**src/rtl/usr_shift_sequencer_if.sv**
```systemverilog
// Command (load-and-shift request) and response channels between a requester and the USR sequencer.
// USR_SEQ_ROTATE_EN adds the cmd_rot field to the command channel.
interface usr_shift_sequencer_if #(
  parameter int WIDTH = 4,
  parameter int CNT_W = 3
);
  logic             cmd_valid;
  logic             cmd_ready;
  logic [WIDTH-1:0] cmd_data;
  logic             cmd_dir;
  logic [CNT_W-1:0] cmd_count;
  logic             cmd_fill;
`ifdef USR_SEQ_ROTATE_EN
  logic             cmd_rot;
`endif
  logic             rsp_valid;
  logic             rsp_ready;
  logic [WIDTH-1:0] rsp_data;

`ifdef USR_SEQ_ROTATE_EN
  modport master (
    output cmd_valid, cmd_data, cmd_dir, cmd_count, cmd_fill, cmd_rot, rsp_ready,
    input  cmd_ready, rsp_valid, rsp_data
  );
  modport slave (
    input  cmd_valid, cmd_data, cmd_dir, cmd_count, cmd_fill, cmd_rot, rsp_ready,
    output cmd_ready, rsp_valid, rsp_data
  );
`else
  modport master (
    output cmd_valid, cmd_data, cmd_dir, cmd_count, cmd_fill, rsp_ready,
    input  cmd_ready, rsp_valid, rsp_data
  );
  modport slave (
    input  cmd_valid, cmd_data, cmd_dir, cmd_count, cmd_fill, rsp_ready,
    output cmd_ready, rsp_valid, rsp_data
  );
`endif
endinterface

```
**src/rtl/usr_shift_sequencer.sv**
```systemverilog
// Sequences one universal shift register: load, count shifts, capture; rsp_valid at count+3 after accept,
// commands held off (cmd_ready=0) until the response is taken. USR_SEQ_ROTATE_EN enables rotate mode.
module usr_shift_sequencer #(
  parameter int WIDTH = 4,
  parameter int CNT_W = 3
) (
  input  logic                    clk,
  input  logic                    reset,
  usr_shift_sequencer_if.slave    req,
  output logic [1:0]              sr_select,
  output logic [WIDTH-1:0]        sr_parallel_in,
  output logic                    sr_shift_right,
  output logic                    sr_shift_left,
  input  logic [WIDTH-1:0]        sr_data_out,
  output logic                    busy
);

  typedef enum logic [2:0] {
    S_IDLE,
    S_LOAD,
    S_SHIFT,
    S_CAPTURE,
    S_RESP
  } state_t;

  localparam logic [1:0] SEL_HOLD  = 2'b00;
  localparam logic [1:0] SEL_RIGHT = 2'b01;
  localparam logic [1:0] SEL_LEFT  = 2'b10;
  localparam logic [1:0] SEL_LOAD  = 2'b11;

  state_t           state;
  state_t           state_nxt;
  logic             lat_dir;
  logic             lat_fill;
  logic [CNT_W-1:0] cnt;
  logic             accept;
  logic             ser_bit;
  logic [1:0]       sel_nxt;
  logic             shr_nxt;
  logic             shl_nxt;
`ifdef USR_SEQ_ROTATE_EN
  logic             lat_rot;
`endif

  assign req.cmd_ready = (state == S_IDLE) & ~reset;
  assign accept        = req.cmd_valid & req.cmd_ready;
  assign busy          = (state != S_IDLE);

  always_ff @(posedge clk) begin
    if (reset) begin
      state <= S_IDLE;
    end else begin
      state <= state_nxt;
    end
  end

  always_comb begin
    state_nxt = state;
    sel_nxt   = SEL_HOLD;
    ser_bit   = lat_fill;
`ifdef USR_SEQ_ROTATE_EN
    // Serial bits are registered, so pick the bit that will be leaving when the shift lands:
    // the freshly loaded operand for the first shift, then one position in from the current edge.
    if (lat_rot) begin
      if (state == S_LOAD) begin
        ser_bit = lat_dir ? sr_parallel_in[WIDTH-1] : sr_parallel_in[0];
      end else begin
        ser_bit = lat_dir ? sr_data_out[WIDTH-2] : sr_data_out[1];
      end
    end
`endif
    case (state)
      S_IDLE:    if (accept) state_nxt = S_LOAD;
      S_LOAD:    state_nxt = (cnt != '0) ? S_SHIFT : S_CAPTURE;
      S_SHIFT:   if (cnt == CNT_W'(1)) state_nxt = S_CAPTURE;
      S_CAPTURE: state_nxt = S_RESP;
      S_RESP:    if (req.rsp_ready) state_nxt = S_IDLE;
      default:   state_nxt = S_IDLE;
    endcase
    case (state_nxt)
      S_LOAD:  sel_nxt = SEL_LOAD;
      S_SHIFT: sel_nxt = lat_dir ? SEL_LEFT : SEL_RIGHT;
      default: sel_nxt = SEL_HOLD;
    endcase
    shr_nxt = (state_nxt == S_SHIFT) & ~lat_dir & ser_bit;
    shl_nxt = (state_nxt == S_SHIFT) &  lat_dir & ser_bit;
  end

  always_ff @(posedge clk) begin
    if (reset) begin
      lat_dir        <= 1'b0;
      lat_fill       <= 1'b0;
      cnt            <= '0;
      sr_select      <= SEL_HOLD;
      sr_parallel_in <= '0;
      sr_shift_right <= 1'b0;
      sr_shift_left  <= 1'b0;
      req.rsp_valid  <= 1'b0;
      req.rsp_data   <= '0;
`ifdef USR_SEQ_ROTATE_EN
      lat_rot        <= 1'b0;
`endif
    end else begin
      if (accept) begin
        lat_dir        <= req.cmd_dir;
        lat_fill       <= req.cmd_fill;
        cnt            <= req.cmd_count;
        sr_parallel_in <= req.cmd_data;
`ifdef USR_SEQ_ROTATE_EN
        lat_rot        <= req.cmd_rot;
`endif
      end else if (state == S_SHIFT) begin
        cnt <= cnt - 1'b1;
      end
      if (state == S_CAPTURE) begin
        req.rsp_data <= sr_data_out;
      end
      sr_select      <= sel_nxt;
      sr_shift_right <= shr_nxt;
      sr_shift_left  <= shl_nxt;
      req.rsp_valid  <= (state_nxt == S_RESP);
    end
  end

endmodule

```
**src/flat_wrapper.sv**
```systemverilog
// flat-port wrapper written by rule: the top's interface ports become plain ports
module usr_shift_sequencer_flat 
#(
  parameter int WIDTH = 4,
  parameter int CNT_W = 3
)
  (clk, reset, sr_select, sr_parallel_in, sr_shift_right, sr_shift_left, sr_data_out, busy, req_cmd_valid, req_cmd_data, req_cmd_dir, req_cmd_count, req_cmd_fill, req_rsp_ready, req_cmd_ready, req_rsp_valid, req_rsp_data);
  usr_shift_sequencer_if #(.WIDTH(WIDTH), .CNT_W(CNT_W)) req_i ();
  input  logic clk;
  input  logic reset;
  output logic [1:0] sr_select;
  output logic [WIDTH-1:0] sr_parallel_in;
  output logic sr_shift_right;
  output logic sr_shift_left;
  input  logic [WIDTH-1:0] sr_data_out;
  output logic busy;
  input wire logic [$bits(req_i.cmd_valid)-1:0] req_cmd_valid;
  input wire logic [$bits(req_i.cmd_data)-1:0] req_cmd_data;
  input wire logic [$bits(req_i.cmd_dir)-1:0] req_cmd_dir;
  input wire logic [$bits(req_i.cmd_count)-1:0] req_cmd_count;
  input wire logic [$bits(req_i.cmd_fill)-1:0] req_cmd_fill;
  input wire logic [$bits(req_i.rsp_ready)-1:0] req_rsp_ready;
  output wire logic [$bits(req_i.cmd_ready)-1:0] req_cmd_ready;
  output wire logic [$bits(req_i.rsp_valid)-1:0] req_rsp_valid;
  output wire logic [$bits(req_i.rsp_data)-1:0] req_rsp_data;
  assign req_i.cmd_valid = req_cmd_valid;
  assign req_i.cmd_data = req_cmd_data;
  assign req_i.cmd_dir = req_cmd_dir;
  assign req_i.cmd_count = req_cmd_count;
  assign req_i.cmd_fill = req_cmd_fill;
  assign req_i.rsp_ready = req_rsp_ready;
  assign req_cmd_ready = req_i.cmd_ready;
  assign req_rsp_valid = req_i.rsp_valid;
  assign req_rsp_data = req_i.rsp_data;
  usr_shift_sequencer #(.WIDTH(WIDTH), .CNT_W(CNT_W)) u_core (.clk(clk), .reset(reset), .req(req_i), .sr_select(sr_select), .sr_parallel_in(sr_parallel_in), .sr_shift_right(sr_shift_right), .sr_shift_left(sr_shift_left), .sr_data_out(sr_data_out), .busy(busy));
endmodule
```
**config.mk**
```make
export PLATFORM = sky130hd
export DESIGN_NAME = usr_shift_sequencer_flat
export DESIGN_NICKNAME = d
export VERILOG_FILES = /design/src/rtl/usr_shift_sequencer_if.sv /design/src/rtl/usr_shift_sequencer.sv /design/src/flat_wrapper.sv
export SDC_FILE = /design/constraint.sdc
export NUM_CORES = 1
export LEC_CHECK = 0
export ABC_AREA = 1
export CORE_MARGIN = 2
export CORE_UTILIZATION = 43
export DETAILED_ROUTE_END_ITERATION = 12
export PLACE_DENSITY = 0.86
export SLEW_MARGIN = 10
export SYNTH_ARGS = -nofsm -noshare
export SYNTH_HDL_FRONTEND = slang
export SYNTH_SLANG_ARGS = --single-unit
```
**constraint.sdc**
```tcl
create_clock -name clk -period 1.6 [get_ports clk]
set_input_delay 0.32 -clock clk [delete_from_list [all_inputs] [get_ports clk]]
set_output_delay 0.32 -clock clk [all_outputs]
set_load 0.005 [all_outputs]
```
==> impl_results.md <==
* Outcome: completed
* Critical path, cell by cell: clkdlybuf4s50_1
* Antenna viol nets, final at 0
* Final setup fails at 0
* Worst Hold Class: register to register
* Initial core utilization at 0.4536
* Startpoint Class: register
* Max-Cap Viols at 0
* Top post-synthesis cells by area: dfxtp_1 (48%), nand2_1 (8.5%), nor2_1 (6.4%)
* Max stage delay cell, worst path: clkdlybuf4s50_1
* Vias in the first global route at 832
* TritonRoute pass-1 iters at 4
* Required @ worst endpoint at 1280 ps
* Final Wtd Congestion at 0.7565
* Drt wl/cell at 11.21 um
* Row count at 16
* Measured slew at the worst slew-check pin at 258.0 ps
* Fin. Hold Viols at 0
* R2r setup slk at 280 ps
* Ys Warns at 0
* Area share of the largest cell type after synthesis at 0.4773
* Register area share after synthesis at 0.4773
* Fmax at 668.9 MHz
* TritonCTS clock tree: done
* CP max stage delay at 510 ps
* Core Area at 1942 sq um
* Leading area contributor after synthesis: dfxtp_1
* Synth-to-Final Area Change at 47.16%
* Largest net degree at the start of global routing at 13
* Clock latency on the worst-skew pair at 300 ps
* Seq cells post-synth at 21
* CP endpoint kind: output pin
* Buf+Inv Stages, Crit Path at 1
* Final Max Tran Viols at 0
* Synthesized net count at 130
* Cts bufs inserted at 3
* Ports at 32
* Post-Syn Area per Cell at 8.008 sq um
* First-pass GRT wire length at 3.305 mm
* CTS root buf: clkbuf_4
* Port Buffer Count at 31
* Critical path class: register to output pin
* GRT Total Usage at 0.1729
* Final wirelength at 1.985 mm
* Die X at 49.26 um
* Nets at 171
* Worst Path Arrival at 1170 ps
* Power Total at 1.115 mW
* DR iter-0 viols at 21
* RSZ-0062 raised after global routing: no
* Die height at 49.26 um
* Synthesized instance count at 110
* Area of the multi-input gates at 390.4 sq um
* Post-route clock period utilization at 0.9343
* Clk slew on worst S/H paths at 110 ps
* Gr ovfl total at 0
* ANT cells at 0
* Dpl hpwl at 1.493 mm
* LEAKAGE at 0.5718 nW
* Worst-path fanout max at 2
* Share of layout cells above drive strength 1 at 0.1867
* Initial antenna violation count at 0
* Vias at 850
* Longest Clk Path Bufs at 2
* Power Density at 860.2 nW/um^2
* Die ar. at 2427 sq um
* Post-layout util at 0.6675
* Drt drc at 0
* Period minus WS final at 1495 ps
* Skew final at 2.238 ps
* Number of H-tree levels at 1
* Fillers at 173
* Slew headroom at 0.8275
* Clk sinks at 21
* Drt via density at 4.802
* Top delay family on crit path: buffers and inverters
* FF+latch area at 424.2 sq um
* Post-synth cell types at 19
* Mapped cell area at 880.8 sq um
* Peak VDD IR at 0.5982 mV
-- final cells by class --
type / instances / area share
sequential: 21 / 0.3272
tap: 27 / 0.02606
timing repair buffer: 39 / 0.2838
multi-input combinational: 72 / 0.3012
inverter: 14 / 0.04054
clock inverter: 1 / 0.003861
clock buffer: 3 / 0.01737
-- cell usage in the layout (no fill, tap or decap), types with 2 or more instances in the layout --
cell             instances
dfxtp_2                  3
xor2_1                   2
nand3_1                  6
dlygate4sd2_1            2
nor2_1                  15
o21ai_0                  2
dfxtp_1                 18
nor2_2                   2
a21oi_1                 11
nand2_1                 20
nand4_1                  2
ha_1                     3
clkdlybuf4s50_1         29
buf_4                    8
inv_1                    7
clkbuf_4                 3
o21ai_1                  5
inv_2                    7
-- state kept, by name, indices dropped and copies added (netlist names), 2 cells and up --
signal	cells
u_core.sr_parallel_in	4
u_core.req.rsp_data	4
u_core.state	3
u_core.sr_select	2
u_core.cnt	3
-- through the flow --
| stage | hold WS (ps) | std cells | setup WS [ps] | instance area, sq um | setup TNS, ps |
|---|---|---|---|---|---|
| after detailed placement | 458.2 | 170 | -94.14 | 1245 | -501.5 |
| final | 471.3 | 177 | 105.1 | 1296 | 0 |
| after floorplan | 430.5 | 110 | 469.4 | 880.8 | 0 |
| after CTS | 472.3 | 177 | 103.4 | 1296 | 0 |
| after global routing | 498.4 | 177 | 45.04 | 1296 | 0 |
| after global placement | 451.7 | 170 | -93.89 | 1245 | -164.6 |
-- final timing paths --
| path | from | endpoint | depth (start not counted) |
|---|---|---|---|
| setup / recovery | u_core.req.rsp_data[0] | req_rsp_data[0] | 1 |
| hold / removal | u_core.sr_parallel_in[3] | u_core.sr_parallel_in[3] | 2 |
| setup reg to reg | u_core.cnt[0] | u_core.sr_select[0] | 7 |
| hold reg to reg | u_core.sr_parallel_in[3] | u_core.sr_parallel_in[3] | 2 |
-- cell usage after synthesis (all sizes together) --
cell and instances:
buf 3, nor2 18, nand2 20, dfxtp 21, inv 14, ha 3
nor3 1, xor2 2, a21oi 11, nand3 7, nand4 3, o21ai 7
-- worst reg2reg max path, cell delays in order, from the launching register on --
cell,delay [ps]
dfxtp_1,390
inv_1,80
ha_1,200
nand3_1,80
nor2_1,60
nor2_4,120
nand4_1,130
a21oi_1,180
-- report_power, final --
part / internal [mW] / switching, mW
clock: 0.0934 / 0.157
combinational: 0.147 / 0.132
sequential: 0.563 / 0.0222
-- layer usage --
metal / vias to the layer above / track usage / routed length (um)
li1: 429 / - / -
met1: 384 / 0.2011 / 846
met2: 30 / 0.3086 / 977
met3: 7 / 0.03067 / 113
met4: 0 / 0.07143 / 47
met5: - / 0 / 0
-- repair_timing --
action / in CTS / in global routing
gates resized for setup: 5 / 0
endpoints found under the setup margin: 2 / 0
hold buffers: 0 / 0
setup buffers: 3 / 0
-- kinds of logic (layout without fill, tap and decap cells) --
family / after synthesis / in the layout / share of synthesized area
AOI/OAI and AO/OA: 18 / 18 / 0.1023
xor gates and xnor gates: 2 / 2 / 0.01989
adders and majority gates: 3 / 3 / 0.04262
buffers and inverters: 17 / 57 / 0.07956
DFF: 21 / 21 / 0.4773
and+or+nand+nor: 49 / 49 / 0.2784
Power figures use the tool's default switching activity.
